$ cat config.mk
export PLATFORM = sky130hd
export DESIGN_NAME = pool_window_gather_flat
export DESIGN_NICKNAME = d
export VERILOG_FILES = /design/src/rtl/pool_window_gather_if.sv /design/src/rtl/pool_window_gather.sv /design/src/flat_wrapper.sv
export SDC_FILE = /design/constraint.sdc
export NUM_CORES = 1
export LEC_CHECK = 0
export ABC_AREA = 0
export BUFFER_PORTS_ARGS = -buffer_cell sky130_fd_sc_hd__clkbuf_2
export CAP_MARGIN = 20
export CELL_PAD_IN_SITES_DETAIL_PLACEMENT = 2
export CELL_PAD_IN_SITES_GLOBAL_PLACEMENT = 2
export CORE_MARGIN = 4
export CORE_UTILIZATION = 37
export DETAILED_ROUTE_END_ITERATION = 10
export GPL_TIMING_DRIVEN = 1
export HOLD_SLACK_MARGIN = 0.05
export PLACE_DENSITY_LB_ADDON = 0.1
export SLEW_MARGIN = 20
export SYNTH_ARGS = -nofsm -noshare
export SYNTH_HDL_FRONTEND = slang
export SYNTH_SLANG_ARGS = --single-unit
$ cat constraint.sdc
create_clock -name clk_cal -period 6 [get_ports clk_cal]
set_input_delay 0.9 -clock clk_cal [delete_from_list [all_inputs] [get_ports clk_cal]]
set_output_delay 0.9 -clock clk_cal [all_outputs]
set_load 0.01 [all_outputs]
$ cat src/rtl/pool_window_gather_if.sv
// ----------------------------------------------------------------------------
// pool_window_gather_if
//
// Bundle of the sample stream, configuration and pooling-window outputs of
// pool_window_gather. The clock and reset stay plain ports on the block.
//
//   Conv_OData      signed 16-bit convolution sample
//   Conv_OData_vld  sample valid, one sample per high cycle
//   Line_end        last sample of a line (qualified by Conv_OData_vld)
//   Shift           right-shift amount applied after ReLU, 0..15
//   P               pool size, legal values 2, 4, 5, 7
//   Clear           synchronous clear of Win_cnt and Cfg_err
//   Pool_IData      packed 7 x 8-bit window, lane k = (k+1)-th sample
//   Pool_IData_vld  one-cycle pulse, Pool_IData valid
//   Win_cnt         emitted-window counter, wraps at 2^16
//   Cfg_err         sticky illegal-pool-size flag
//
// master: the side producing samples (testbench / conv stage)
// slave : pool_window_gather itself
// ----------------------------------------------------------------------------
interface pool_window_gather_if;
    logic signed [15:0] Conv_OData;
    logic               Conv_OData_vld;
    logic               Line_end;
    logic [3:0]         Shift;
    logic [2:0]         P;
    logic               Clear;
    logic [55:0]        Pool_IData;
    logic               Pool_IData_vld;
    logic [15:0]        Win_cnt;
    logic               Cfg_err;

    modport master (
        output Conv_OData, Conv_OData_vld, Line_end, Shift, P, Clear,
        input  Pool_IData, Pool_IData_vld, Win_cnt, Cfg_err
    );

    modport slave (
        input  Conv_OData, Conv_OData_vld, Line_end, Shift, P, Clear,
        output Pool_IData, Pool_IData_vld, Win_cnt, Cfg_err
    );
endinterface

$ cat src/rtl/pool_window_gather.sv
// ----------------------------------------------------------------------------
// pool_window_gather
//
// Front end of the ReLU / max-pool path. Each accepted sample is rectified,
// arithmetically right-shifted by Shift and saturated to 0..127 (stage 1),
// then packed into a 7-lane window of P samples (stage 2). A window closes
// when P samples have been collected or when a sample carries Line_end;
// unwritten lanes stay 0, which is neutral for max pooling of data >= 0.
// An illegal pool size at window start sets Cfg_err and discards samples
// up to and including the next Line_end.
//
// Ports:
//   clk_cal  calculation clock, all state on the rising edge
//   rst_cal  asynchronous, active-high reset
//   bus      pool_window_gather_if.slave (sample stream, config, window out)
//
// Latency: last sample of a window captured at edge t -> Pool_IData_vld high
// in the cycle following edge t+1.
// ----------------------------------------------------------------------------
module pool_window_gather (
    input  logic                  clk_cal,
    input  logic                  rst_cal,
    pool_window_gather_if.slave   bus
);

    typedef enum logic [1:0] {
        ST_IDLE = 2'd0,   // cnt == 0, next sample starts a window
        ST_FILL = 2'd1,   // 0 < cnt < p_win
        ST_DROP = 2'd2    // illegal P latched, waiting for Line_end
    } state_t;

    function automatic logic p_is_legal(input logic [2:0] p);
        return (p == 3'd2) || (p == 3'd4) || (p == 3'd5) || (p == 3'd7);
    endfunction

    // ------------------------------------------------------------------------
    // Stage 1: ReLU, shift, saturate
    // ------------------------------------------------------------------------
    logic [15:0] relu_w;
    logic [15:0] shifted_w;
    logic [7:0]  q_d;

    always_comb begin
        // NOTE: every combinational output gets a value on every path;
        // a missing default would infer a latch.
        relu_w    = bus.Conv_OData[15] ? 16'd0 : $unsigned(bus.Conv_OData);
        // relu_w is non-negative, so a logical shift equals the arithmetic one.
        shifted_w = relu_w >> bus.Shift;
        q_d       = (shifted_w > 16'd127) ? 8'd127 : shifted_w[7:0];
    end

    logic       s1_vld_q;
    logic [7:0] s1_data_q;
    logic       s1_last_q;
    logic [2:0] s1_p_q;

    // P travels with the sample so the window size seen by stage 2 is the
    // one present when the window's first sample arrived.
    always_ff @(posedge clk_cal or posedge rst_cal) begin
        // NOTE: state registers use non-blocking assignments so every
        // always_ff block samples the pre-edge values of the others.
        if (rst_cal) begin
            s1_vld_q  <= 1'b0;
            s1_data_q <= 8'd0;
            s1_last_q <= 1'b0;
            s1_p_q    <= 3'd0;
        end else begin
            s1_vld_q <= bus.Conv_OData_vld;
            if (bus.Conv_OData_vld) begin
                s1_data_q <= q_d;
                s1_last_q <= bus.Line_end;
                s1_p_q    <= bus.P;
            end
        end
    end

    // ------------------------------------------------------------------------
    // Stage 2: window packing
    // ------------------------------------------------------------------------
    state_t          state_q;
    logic [2:0]      cnt_q;
    logic [2:0]      p_win_q;
    logic [6:0][7:0] lanes_q;
    logic [55:0]     pool_data_q;
    logic            pool_vld_q;
    logic [15:0]     win_cnt_q;
    logic            cfg_err_q;

    logic            start_legal_w;
    logic            last_lane_w;
    logic            complete_w;
    logic            bad_start_w;
    logic [6:0][7:0] window_w;

    always_comb begin
        start_legal_w = p_is_legal(s1_p_q);
        last_lane_w   = (cnt_q == 3'(p_win_q - 3'd1));

        // Working lanes with the current sample merged in; in IDLE all lanes
        // are zero and cnt is 0, so this is also the 1-sample window.
        window_w        = lanes_q;
        window_w[cnt_q] = s1_data_q;

        complete_w  = 1'b0;
        bad_start_w = 1'b0;
        if (s1_vld_q) begin
            unique case (state_q)
                ST_IDLE: begin
                    complete_w  = start_legal_w && s1_last_q;
                    bad_start_w = !start_legal_w;
                end
                ST_FILL: complete_w = s1_last_q || last_lane_w;
                default: ;
            endcase
        end
    end

    always_ff @(posedge clk_cal or posedge rst_cal) begin
        // NOTE: the lane array is only seven bytes of flops, so it is reset
        // like any other register; "lanes not written hold 0" relies on it.
        if (rst_cal) begin
            state_q     <= ST_IDLE;
            cnt_q       <= 3'd0;
            p_win_q     <= 3'd0;
            lanes_q     <= '0;
            pool_data_q <= 56'd0;
            pool_vld_q  <= 1'b0;
            win_cnt_q   <= 16'd0;
            cfg_err_q   <= 1'b0;
        end else begin
            pool_vld_q <= complete_w;

            if (complete_w) begin
                pool_data_q <= window_w;
                lanes_q     <= '0;
                cnt_q       <= 3'd0;
                state_q     <= ST_IDLE;
            end else if (s1_vld_q) begin
                unique case (state_q)
                    ST_IDLE: begin
                        if (start_legal_w) begin
                            p_win_q    <= s1_p_q;
                            lanes_q[0] <= s1_data_q;
                            cnt_q      <= 3'd1;
                            state_q    <= ST_FILL;
                        end else if (!s1_last_q) begin
                            state_q <= ST_DROP;
                        end
                    end
                    ST_FILL: begin
                        lanes_q[cnt_q] <= s1_data_q;
                        cnt_q          <= cnt_q + 3'd1;
                    end
                    ST_DROP: begin
                        if (s1_last_q) begin
                            state_q <= ST_IDLE;
                        end
                    end
                    default: state_q <= ST_IDLE;
                endcase
            end

            // The increment lines up with the edge that raises Pool_IData_vld.
            if (bus.Clear) begin
                win_cnt_q <= 16'd0;
            end else if (complete_w) begin
                win_cnt_q <= win_cnt_q + 16'd1;
            end

            if (bus.Clear) begin
                cfg_err_q <= 1'b0;
            end else if (bad_start_w) begin
                cfg_err_q <= 1'b1;
            end
        end
    end

    assign bus.Pool_IData     = pool_data_q;
    assign bus.Pool_IData_vld = pool_vld_q;
    assign bus.Win_cnt        = win_cnt_q;
    assign bus.Cfg_err        = cfg_err_q;

endmodule

$ cat src/flat_wrapper.sv
// flat-port wrapper written by rule: the top's interface ports become plain ports
module pool_window_gather_flat 
  (clk_cal, rst_cal, bus_Conv_OData, bus_Conv_OData_vld, bus_Line_end, bus_Shift, bus_P, bus_Clear, bus_Pool_IData, bus_Pool_IData_vld, bus_Win_cnt, bus_Cfg_err);
  pool_window_gather_if bus_i ();
  input  logic clk_cal;
  input  logic rst_cal;
  input wire logic [$bits(bus_i.Conv_OData)-1:0] bus_Conv_OData;
  input wire logic [$bits(bus_i.Conv_OData_vld)-1:0] bus_Conv_OData_vld;
  input wire logic [$bits(bus_i.Line_end)-1:0] bus_Line_end;
  input wire logic [$bits(bus_i.Shift)-1:0] bus_Shift;
  input wire logic [$bits(bus_i.P)-1:0] bus_P;
  input wire logic [$bits(bus_i.Clear)-1:0] bus_Clear;
  output wire logic [$bits(bus_i.Pool_IData)-1:0] bus_Pool_IData;
  output wire logic [$bits(bus_i.Pool_IData_vld)-1:0] bus_Pool_IData_vld;
  output wire logic [$bits(bus_i.Win_cnt)-1:0] bus_Win_cnt;
  output wire logic [$bits(bus_i.Cfg_err)-1:0] bus_Cfg_err;
  assign bus_i.Conv_OData = bus_Conv_OData;
  assign bus_i.Conv_OData_vld = bus_Conv_OData_vld;
  assign bus_i.Line_end = bus_Line_end;
  assign bus_i.Shift = bus_Shift;
  assign bus_i.P = bus_P;
  assign bus_i.Clear = bus_Clear;
  assign bus_Pool_IData = bus_i.Pool_IData;
  assign bus_Pool_IData_vld = bus_i.Pool_IData_vld;
  assign bus_Win_cnt = bus_i.Win_cnt;
  assign bus_Cfg_err = bus_i.Cfg_err;
  pool_window_gather u_core (.clk_cal(clk_cal), .rst_cal(rst_cal), .bus(bus_i));
endmodule
## Word-level counts from Yosys, hierarchy flattened

Cells that the tools add are included.

| storage, ports and cells | value |
|---|---|
| bits in registers | 151 |
| word-level logic and storage cells | 82 |

| operators by class | value |
|---|---|
| add/sub/neg operators | 3 |
| $lt $le $gt $ge | 3 |
| equal/unequal tests | 11 |
| shifts and indexed selects | 1 |
| multiplexer cells | 28 |
| bitwise operators | 1 |
| reduce and logical (&&, ||, !) cells | 17 |

Operators with widths:

| kind | count |
|---|---|
| two-way mux 56 bit | 2 |
| bitwise mux 56 bit | 1 |
| two-way mux 48 bit | 1 |
| two-way mux 16 bit | 2 |
| demux 8 bit (select 3 bit) | 1 |
| two-way mux 8 bit | 3 |
| adder 16 x 1 -> 16 bit (second input constant) | 1 |
| greater-than comparator 16 x 7 -> 1 bit (second input constant) | 1 |
| one-hot mux 8 bit (2 select lines) | 1 |
| >> shifter 16 x 4 -> 16 bit | 1 |
| two-way mux 15 bit | 1 |
| two-way mux 2 bit | 5 |
| == test 3 bit (second input constant) | 3 |
| two-way mux 3 bit | 3 |
| AND reduction 4 bit | 2 |
| nonzero test 2 bit | 4 |
| != test 3 x 1 -> 1 bit (second input constant) | 2 |
| one-hot mux 2 bit (3 select lines) | 1 |
| one-hot mux 3 bit (2 select lines) | 1 |
| two-way mux 1 bit | 5 |
| logical OR 1 bit | 4 |
| < comparator 3 x 4 -> 1 bit (second input constant) | 1 |
| != test 4 bit (second input constant) | 1 |
| adder 3 x 1 -> 3 bit (second input constant) | 1 |
| 15 further kinds | 16 |

## Depth between registers and ports, before layout

Gate-level depths: netlist of run 1.

| depth | value |
|---|---|
| depth after elaboration | 9 |
| depth in mapped cells | 11 |
| gate-level depth less buffers | 9 |

## Least setup slack after synthesis of run 1

No wires, ideal clock.

| path | value |
|---|---|
| kind | input port to flip-flop |
| start | in bus_Shift[1] |
| end | reg u_core.s1_data_q[4] |
| arrival time | 2.406 ns |
| data required time | 5.933 ns |
| slack | 3.527 ns |
| cell stages on the path | 7 |
| buffers on the path | 1 |
| path through | clkbuf_1 > or3b_2 > a21oi_1 > a31oi_1 > o211a_1 > o21ai_0 > o32a_1 |

| on the way | value |
|---|---|
| longest elaborated chain between the ends | 3 |

RTL lines:

| what | line | RTL |
|---|---|---|
| start, declared | flat_wrapper.sv:10 | `input wire logic [$bits(bus_i.Shift)-1:0] bus_Shift;` |
| >> shifter 16 x 4 -> 16 bit (*) | pool_window_gather.sv:48 | `shifted_w = relu_w >> bus.Shift;` |
| greater-than comparator 16 x 7 -> 1 bit | pool_window_gather.sv:49 | `q_d = (shifted_w > 16'd127) ? 8'd127 : shifted_w[7:0];` |
| two-way mux 8 bit (*) | pool_window_gather.sv:49 |  |
| end signal, assigned | pool_window_gather.sv:70 | `s1_data_q <= q_d;` |
| end, declared | pool_window_gather.sv:53 | `logic [7:0] s1_data_q;` |

Mark *: on every way between the ends. The rest lies on a longest branch, timed or not.
A chain may end at the register's enable or synchronous reset.

## Worst setup path after layout of run 1

| path | value |
|---|---|
| start | reg u_core.s1_p_q[0] |
| end | reg u_core.cnt_q[0] |

| on the way | value |
|---|---|
| longest elaborated chain between the ends | 9 |
| elaborated cells between the ends (all ways) | 15 |
| classes of those cells | eq/ne (5); mux (3); reduce/logical (7) |

RTL lines:

| what | line | RTL |
|---|---|---|
| start, declared | pool_window_gather.sv:55 | `logic [2:0] s1_p_q;` |
| start signal, assigned | pool_window_gather.sv:72 | `s1_p_q <= bus.P;` |
| == test 3 x 2 -> 1 bit / == test 3 bit (equally long branches) | pool_window_gather.sv:33 | `return (p == 3'd2) \|\| (p == 3'd4) \|\| (p == 3'd5) \|\| (p == 3'd7);` |
| logical OR 1 bit (2 in a row) | pool_window_gather.sv:33 |  |
| logical OR 1 bit (*) | pool_window_gather.sv:33 |  |
| logical AND 1 bit | pool_window_gather.sv:109 | `complete_w = start_legal_w && s1_last_q;` |
| one-hot mux 1 bit (2 select lines) | pool_window_gather.sv:107 | `unique case (state_q)` |
| two-way mux 1 bit | pool_window_gather.sv:106 | `if (s1_vld_q) begin` |
| != test 3 x 1 -> 1 bit (no line), or another cell as far along | - |  |
| AND reduction 3 bit (no line) | - |  |
| end signal, assigned | pool_window_gather.sv:152 | `cnt_q <= cnt_q + 3'd1;` |
| end, declared | pool_window_gather.sv:81 | `logic [2:0] cnt_q;` |

Marked as above.

==> metrics.txt, run 1 <==
Yosys Warn Count=0; final WL=22000 um; Final GP Congestion=0.815; Crit Path Max Fanout=77; switch share=32.6%; H-tree depth=4; overall global routing resource usage=20.7%; Synth area leader=dfrtp_1; VDD IR max=0.244 mV; Via Count=5836; Hold Violations, Final=0; WL/cell=20.7 um; initial antenna violation count=0; most common cell after layout, fill and taps aside=dfrtp_1; Initial Utilization=37.6%; share of the synthesized area in the top cell type=51.8%; max incr delay on CP=0.73 ns; Rows=51; post-synthesis cell count=708; critical path class=register to register; WP data required=6.36 ns; Final min period=3.32 ns; Setup Skew=0.0125 ns; most frequent cells in the layout=dfrtp_1 (151), clkbuf_2 (101), nand2_1 (98); Power Dens Cells=393 nW/um^2; die width=148 um; Worst-Skew Late Latency=0.43 ns; Top FF cell, synth=dfrtp_1; Crit-path slowest cell=and2_4; Reg power frac=41.4%; RR Startpoint=u_core.s1_p_q[0]; Hold Slack=0.482 ns; ys async rst share=100%; vias in the first global route=6597; full die area=22000 sq um; maxcap violations=0; first drt pass iteration count=4; max-slew violation count=0; Mapped Area=7290 sq um; Final period util=55.3%; Vias/cell=5.50; CP endpoint kind=register; RSZ-0062 raised after global routing=false; share of cells above drive strength 1=21.1%; status=finished clean; gr ovfl total=0; Num CTS Buffers=17; clock buffer depth=2; Net Sw Power=1.10 mW; Clock Power Share=34.6%; detailed placer's ending HPWL=14700 um; clock sink count=151; starting DRC count in detailed routing=233; boundary pin count=102; hold buffers post-CTS=0; Antenna Cells=0; Seq/Total Area, Yosys=51.8%; Syn Nets=739; Slew @ Worst Pin=1.01 ns; first-pass GRT wire length=36500 um; final net count=814; Die Y=148 um; Setup violations, final=0; main area contributors after synthesis=dfrtp_1 (52%), a22o_1 (6.7%), mux2i_1 (6.6%), nand2_1 (5.0%), o21ai_0 (3.4%); Fmax=302 MHz; #FFs+latches synth=151; HP Class=register to register; clock root cell=clkbuf_16; startpoint types=register; critical path arrival=3.67 ns; CP startpoint=u_core.s1_p_q[0]; P&R area growth vs syn=17.9%; Post-CTS Setup Inserts=0; port bufs=101; Pleak=3.86 nW; Slew HR=32.2%; post-cts resize count=0; DRC viols=0; EDFF count, synth=0; CP Cell Sequence=nand2b_1 > xnor2_1 > o211ai_1 > and2_4 > inv_2 > a211oi_1 > a21o_1; hold path start=u_core.bus.Pool_IData[19]; Power Internal=2.28 mW; CTS tree=done; Routed Antenna Nets=0; Synth cell types=57; logic gate share of total power=24.0%; Clock transition at path regs=0.06 ns; core area=19400 sq um; final setup TNS=0 ns; Post-Syn Area per Cell=10.3 sq um; largest net degree at the start of global routing=92
per-layer routing:
metal  part of all wire [%]  vias to the layer above  track usage, %
li1                       -                     2706               -
met5                      0                        -               0
met4                    1.2                        0            5.36
met3                    3.8                       21            3.90
met2                     49                      117            35.2
met1                     46                     2992            27.5
logic make-up after synthesis:
| family | share of synthesized area [%] |
|---|---|
| xor gates and xnor gates | 1.75 |
| muxes | 9.98 |
| and+or+nand+nor | 12.3 |
| DFF | 51.8 |
| adders and majority gates | 0.515 |
| AOI/OAI and AO/OA | 19.6 |
| buffers and inverters | 4.05 |
path summary, 6_finish.rpt:
check	to	slack, ns	cells past startpoint
setup / recovery	u_core.cnt_q[0]	2.68	7
hold / removal	u_core.bus.Pool_IData[19]	0.48	2
setup reg to reg	u_core.cnt_q[0]	2.68	7
hold reg to reg	u_core.bus.Pool_IData[19]	0.48	2
max in group asynchronous	u_core.bus.Pool_IData[4]	4.07	3
min in group asynchronous	u_core.p_win_q[2]	0.63	2
synthesized netlist by cell type, drive strengths merged, types with 3 or more instances:
library cell / number
dfrtp: 151
nand2: 98
o21ai: 57
a22o: 56
nor2: 54
mux2i: 48
a31oi: 30
buf: 26
clkbuf: 23
a21oi: 18
inv: 18
mux2: 14
nand3: 11
xnor2: 10
a211oi: 7
nor2b: 7
o211ai: 6
a2111oi: 5
or3: 5
and3: 4
mux4: 4
nand2b: 4
nand3b: 4
nor3: 4
o22a: 4
clkinv: 3
ha: 3
nand4: 3
nor3b: 3
o2111ai: 3
o21a: 3
o31ai: 3
stage by stage:
| step | cells | utilization, % | instance area, sq um | worst slack (ns) | total power [mW] |
|---|---|---|---|---|---|
| after CTS | 1061 | 44.3 | 8600 | 2.64 | 3.43 |
| after floorplan | 708 | - | 7290 | 1.04 | 1.90 |
| after detailed placement | 1029 | 41.0 | 7960 | 2.71 | 2.24 |
| final | 1061 | 44.3 | 8600 | 2.68 | 3.38 |
| after global routing | 1061 | 44.3 | 8600 | 2.39 | 3.59 |
| after global placement | 1029 | 41.0 | 7960 | 3.00 | 2.18 |
layout make-up:
type,count,area (sq um)
inverter,21,83.8
clock buffer,20,457
clock inverter,12,188
multi-input combinational,487,3230
fill,2056,10800
sequential,151,3780
tap,265,332
timing repair buffer,105,536
state kept, by name, indices dropped and copies added, names as in the netlist:
| signal | flops |
|---|---|
| u_core.state_q | 2 |
| u_core.bus.Pool_IData | 56 |
| u_core.s1_last_q | 1 |
| u_core.s1_p_q | 3 |
| u_core.lanes_q | 56 |
| u_core.p_win_q | 3 |
| u_core.cnt_q | 3 |
| u_core.s1_vld_q | 1 |
| u_core.bus.Cfg_err | 1 |
| u_core.s1_data_q | 8 |
| u_core.bus.Pool_IData_vld | 1 |
| u_core.bus.Win_cnt | 16 |
worst max-delay path: cells and delay by family (launching register included):
family	cells	cell delay (ns)
AOI/OAI and AO/OA	3	1.18
buffers and inverters	1	0.55
DFF	1	0.39
xor gates and xnor gates	1	0.20
and+or+nand+nor	2	0.90
power by group through the flow:
stage	Combinational, mW	Clock, mW	Sequential, mW
global route	0.913	1.24	1.43
detailed placement	0.821	0	1.42
finish	0.812	1.17	1.40
global placement	0.778	0	1.41
floorplan	0.506	0	1.40
CTS	0.829	1.19	1.41
No activity file was read; power rests on OpenSTA's default activity.
==> run 2, diff against run 1 <==
- clock period: 6 -> 3.1 ns (I/O delays scaled with it)
==> run 2 against run 1 <==
Compared with the run above: via count increased by 1.5%; critical path depth up 2; global-route usage about the same; clock skew barely moved; final cell count is 0.85% higher; design area grew 0.29%; clock power grew 80%; utilization increased by 0.13 points; die area unchanged; combinational power is 96% higher; largest power group unchanged.
==> metrics.txt, run 2 (synthesis gave the netlist of run 1 again) <==
status=finished clean; Vias/cell=5.53; Post-DP Area=8030 sq um; HP Class=primary input to async pin; Fmax=380 MHz; Slew @ Worst Pin=0.939 ns; core area=19400 sq um; Antenna Cells=0; Pleak=3.86 nW; CP Cell Sequence=inv_1 > ha_1 > xor2_1 > and3_4 > nand3_4 > and2_4 > inv_2 > nor2_1 > a31oi_1; Net Sw Power=2.18 mW; Num CTS Buffers=17; Routed Antenna Nets=0; flop-to-flop setup slack=0.47 ns; most common cell after layout, fill and taps aside=dfrtp_1; switch share=34.0%; final WL=21800 um; Rows=51; max incr delay on CP=0.62 ns; WP data required=3.45 ns; # fillers=2085; initial antenna violation count=0; most frequent cells in the layout=dfrtp_1 (151), clkbuf_2 (101), nand2_1 (98); largest net degree at the start of global routing=65; vias in the first global route=6577; CTS tree=done; Setup violations, final=0; DRC viols=0; clock buffer depth=2; CP endpoint kind=register; full die area=22000 sq um; boundary pin count=102; hold buffers post-CTS=0; critical path class=register to register; Crit Path Max Fanout=52; die width=148 um; Slew HR=36.7%; VDD IR max=0.425 mV; clock root cell=clkbuf_16; post-cts resize count=0; Clock Power Share=32.9%; P&R area growth vs syn=18.2%; RR Startpoint=u_core.p_win_q[0]; Pwr Total=6.41 mW; RSZ-0062 raised after global routing=false; Register Area=3780 sq um; Via Count=5921; Die Y=148 um; Hold Violations, Final=0; r2r endpoint=u_core.bus.Pool_IData[41]; final setup TNS=0 ns; starting DRC count in detailed routing=273; Clock transition at path regs=0.07 ns; detailed placer's ending HPWL=14700 um; WL/cell=20.4 um; clock sink count=151; port bufs=101; first-pass GRT wire length=36400 um; Worst setup endpoint=u_core.bus.Pool_IData[41]; H-tree depth=4; crit-path leading delay family=simple AND/OR/NAND/NOR gates; design area=8620 sq um; share of cells above drive strength 1=22.0%; Crit-path slowest cell=inv_2; critical path arrival=2.98 ns; final net count=823; Post-CTS Setup Inserts=0; first drt pass iteration count=4; overall global routing resource usage=20.8%; max-slew violation count=0; Power Dens Cells=743 nW/um^2; maxcap violations=0; multi-input logic area=3230 sq um; Final GP Congestion=0.796; Power Internal=4.23 mW; logic gate share of total power=24.9%; Initial Utilization=37.6%; startpoint types=register; Setup Skew=0.0122 ns; gr ovfl total=0; Core Util, Final=44.5%; Worst path depth=9; Worst-Skew Late Latency=0.43 ns; Final min period=2.63 ns; Reg power frac=42.3%; CP Buf/Inv Count=2; CP startpoint=u_core.p_win_q[0]; Final period util=84.9%; R2R depth=9
run 2: per-layer routing:
layer	wire length, um	track usage, %
met1	10000	27.3
met2	10800	35.4
met3	756	4.20
met4	301	5.40
met5	0	0
run 2: cell type report:
class | count | share of cell area (%)
Sequential cell | 151 | 43.8
Multi-Input combinational cell | 487 | 37.4
Tap cell | 265 | 3.84
Clock buffer | 18 | 4.98
Clock inverter | 14 | 1.87
Inverter | 21 | 0.957
Timing Repair Buffer | 114 | 7.14
run 2: how the worst min path moves through the flow:
stage                                         from                        to  slack (ns)  cells after the start
final                                      rst_cal           u_core.cnt_q[0]        0.17                      2
after global routing                       rst_cal     u_core.bus.Win_cnt[9]        0.22                      2
after CTS                                  rst_cal     u_core.bus.Win_cnt[9]        0.19                      2
after detailed placement  u_core.bus.Pool_IData[2]  u_core.bus.Pool_IData[2]        0.47                      2
after global placement    u_core.bus.Pool_IData[3]  u_core.bus.Pool_IData[3]        0.46                      2
after floorplan                  u_core.lanes_q[0]         u_core.lanes_q[0]        0.47                      1
run 2: power by group through the flow:
stage	clock network, mW	logic [mW]	registers (mW)
finish	2.11	1.59	2.71
CTS	2.15	1.64	2.71
floorplan	0	0.981	2.70
global placement	0	1.52	2.72
global route	2.25	1.79	2.77
detailed placement	0	1.61	2.74
run 2: per-stage QoR:
step | worst slack, ns | hold WS [ns] | instances
2_1_floorplan | 0.732 | 0.465 | 708
3_3_place_gp | 0.610 | 0.462 | 1038
3_5_place_dp | 0.461 | 0.473 | 1038
4_1_cts | 0.437 | 0.191 | 1070
5_1_grt | 0.153 | 0.224 | 1070
6_report | 0.468 | 0.174 | 1070
run 2: worst register-to-register path, stage by stage, from the launching register on:
cell and delay [ns]:
dfrtp_1 0.39, inv_1 0.06, ha_1 0.30, xor2_1 0.20, and3_4 0.25, nand3_4 0.13
and2_4 0.26, inv_2 0.62, nor2_1 0.14, a31oi_1 0.20
==> run 3, diff against run 2 <==
- ABC_AREA: 0 -> 1
- CORE_UTILIZATION: 37 -> 33
- clock period: 3.1 -> 2.63 ns (I/O delays scaled with it)
==> run 3 against run 2 <==
Compared with the run above: design area increased by 6.5%; synthesized cell count increased by 46%; worst setup slack got worse by 0.052 ns; routed wire length increased by 11%; via count increased by 21%; total power increased by 37%; first-iteration DRC count increased by 60%; hold slack got worse by 0.019 ns; utilization decreased by 4.3 points; critical endpoint is now u_core.p_win_q[1]; largest power group unchanged.
==> metrics.txt, run 3 <==
VDD IR max=0.411 mV; Vias/cell=4.95; post-cts resize count=0; largest family of logic cells by synthesized area=simple AND/OR/NAND/NOR gates; Yosys Warn Count=0; share of cells above drive strength 1=13.7%; Core Util, Final=40.2%; RSZ-0062 raised after global routing=false; max-slew violation count=0; critical path arrival=2.53 ns; full die area=25900 sq um; Synth cell types=29; final WL=24300 um; Mapped Area=7730 sq um; Setup Skew=0.0120 ns; met2 GRT Util=33.6%; WL/cell=16.8 um; XOR/XNOR share of the synthesized area=1.93%; design area=9180 sq um; #FFs+latches synth=151; Syn Nets=1066; Clock transition at path regs=0.07 ns; first-pass GRT wire length=41100 um; Post-CTS Setup Inserts=0; Slew HR=38.0%; Fmax=452 MHz; final setup TNS=0 ns; die width=161 um; Worst-Skew Late Latency=0.43 ns; startpoint types=register; # fillers=2747; final worst slack=0.416 ns; Hold Violations, Final=0; max incr delay on CP=0.42 ns; Via Count=7149; Rows=55; final net count=1146; most frequent cells in the layout=nand2_1 (370), dfrtp_1 (151), nand3_1 (146); simple-gate share of the synthesized area=31.1%; Slew @ Worst Pin=0.927 ns; synth cell count leaders=nand2_1 (370), dfrtp_1 (151), nand3_1 (146); clock sink count=151; Crit Path Max Fanout=122; Routed Antenna Nets=0; vias in the first global route=7918; placed cells=1409; post-synthesis cell count=1035; Top FF cell, synth=dfrtp_1; share of the synthesized area in the top cell type=48.9%; main area contributors after synthesis=dfrtp_1 (49%), nand2_1 (18%), nand3_1 (9.5%), o21ai_0 (8.2%), inv_1 (4.4%); most common cell in the synthesized netlist=nand2_1; Power Dens Cells=954 nW/um^2; Post-DP Area=8600 sq um; hold buffers post-CTS=0; ys async rst share=100%; Pwr Total=8.76 mW; H-tree depth=4; Global Route met1 Usage=25.5%; area share of fa/ha/maj cells after synthesis=0.486%; Post-Syn Area per Cell=7.47 sq um; clock root cell=clkbuf_16; clock buffer depth=2; gr ovfl total=0; port bufs=101; Seq/Total Area, Yosys=48.9%; GR peak layer=met2; Final min period=2.21 ns; Final period util=84.2%; Num CTS Buffers=17; Final GP Congestion=0.741; post-synthesis mux area share=0%; Hold Slack=0.155 ns; CP Cell Sequence=inv_1 > ha_1 > xnor2_1 > nor2_1 > nand3_1 > nand2_1 > nand2_4 > buf_12 > nand3_1 > nand2_1 > nand2_1; Post-Layout Cell Count=1443; Setup violations, final=0; R2R depth=11; Die Y=161 um; Pleak=4.64 nW; starting DRC count in detailed routing=438; maxcap violations=0; pre-CTS setup slack=0.364 ns; EDFF count, synth=0; CP endpoint kind=register; crit-path most repeated cell=nand2_1; largest net degree at the start of global routing=123; Synth area leader=dfrtp_1; P&R area growth vs syn=18.8%; Crit-path slowest cell=buf_12; HP Class=primary input to async pin; status=finished clean; critical path class=register to register; detailed placer's ending HPWL=16000 um; CTS tree=done; Synth Area in Compound Gates=9.74%; WP data required=2.94 ns; Initial Utilization=33.8%; met3 usage=3.09%; first drt pass iteration count=5; core area=22800 sq um; initial antenna violation count=0; boundary pin count=102; most common cell after layout, fill and taps aside=nand2_1; overall global routing resource usage=19.3%; DRC viols=0
-- run 3: cell count changes after synthesis, moves of 48 or more --
cell	change
a22o_1	-56
inv_1	+73
mux2i_1	-48
nand2_1	+272
nand3_1	+136
o21ai_0	+76
-- run 3: cell families after synthesis --
group | after synthesis
adders and majority gates | 3
xor gates and xnor gates | 17
and+or+nand+nor | 572
AOI/OAI and AO/OA | 144
buffers and inverters | 148
DFF | 151
-- run 3: power breakdown --
group | total (mW) | internal [mW] | switching, mW
Combinational | 2.97 | 0.940 | 2.03
Sequential | 3.33 | 2.93 | 0.400
Clock | 2.47 | 1.41 | 1.06
-- run 3: worst paths after layout --
kind                                     startpoint                       end  slack, ns
max                               u_core.p_win_q[0]         u_core.p_win_q[1]       0.42
max in group asynchronous                   rst_cal       u_core.s1_data_q[6]       1.78
max reg2reg                       u_core.p_win_q[0]         u_core.p_win_q[1]       0.42
min in group clk_cal                       bus_P[0]          u_core.s1_p_q[0]       0.18
min reg2reg                u_core.bus.Pool_IData[1]  u_core.bus.Pool_IData[1]       0.48
min                                         rst_cal    u_core.bus.Win_cnt[10]       0.16
-- run 3: cell type report --
type                       instances  area [sq um]  area share [%]
clock buffer                      19           433            4.71
inverter                          92           349            3.80
timing repair buffer             117           726            7.90
multi-input combinational        736          3350            36.5
sequential                       151          3780            41.1
clock inverter                    13           149            1.62
antenna                            2          5.00          0.0545
tap                              313           392            4.26
-- run 3: layer usage --
layer	wire (um)	vias up
met3	624	13
li1	-	3479
met5	0	-
met2	12200	76
met1	11400	3581
met4	163	0
-- run 3: critical path, delay by kind of cell, from the launching register on --
family	cells	cell delay, ns
xor gates and xnor gates	1	0.16
adders and majority gates	1	0.30
buffers and inverters	2	0.48
DFF	1	0.38
and+or+nand+nor	7	0.77
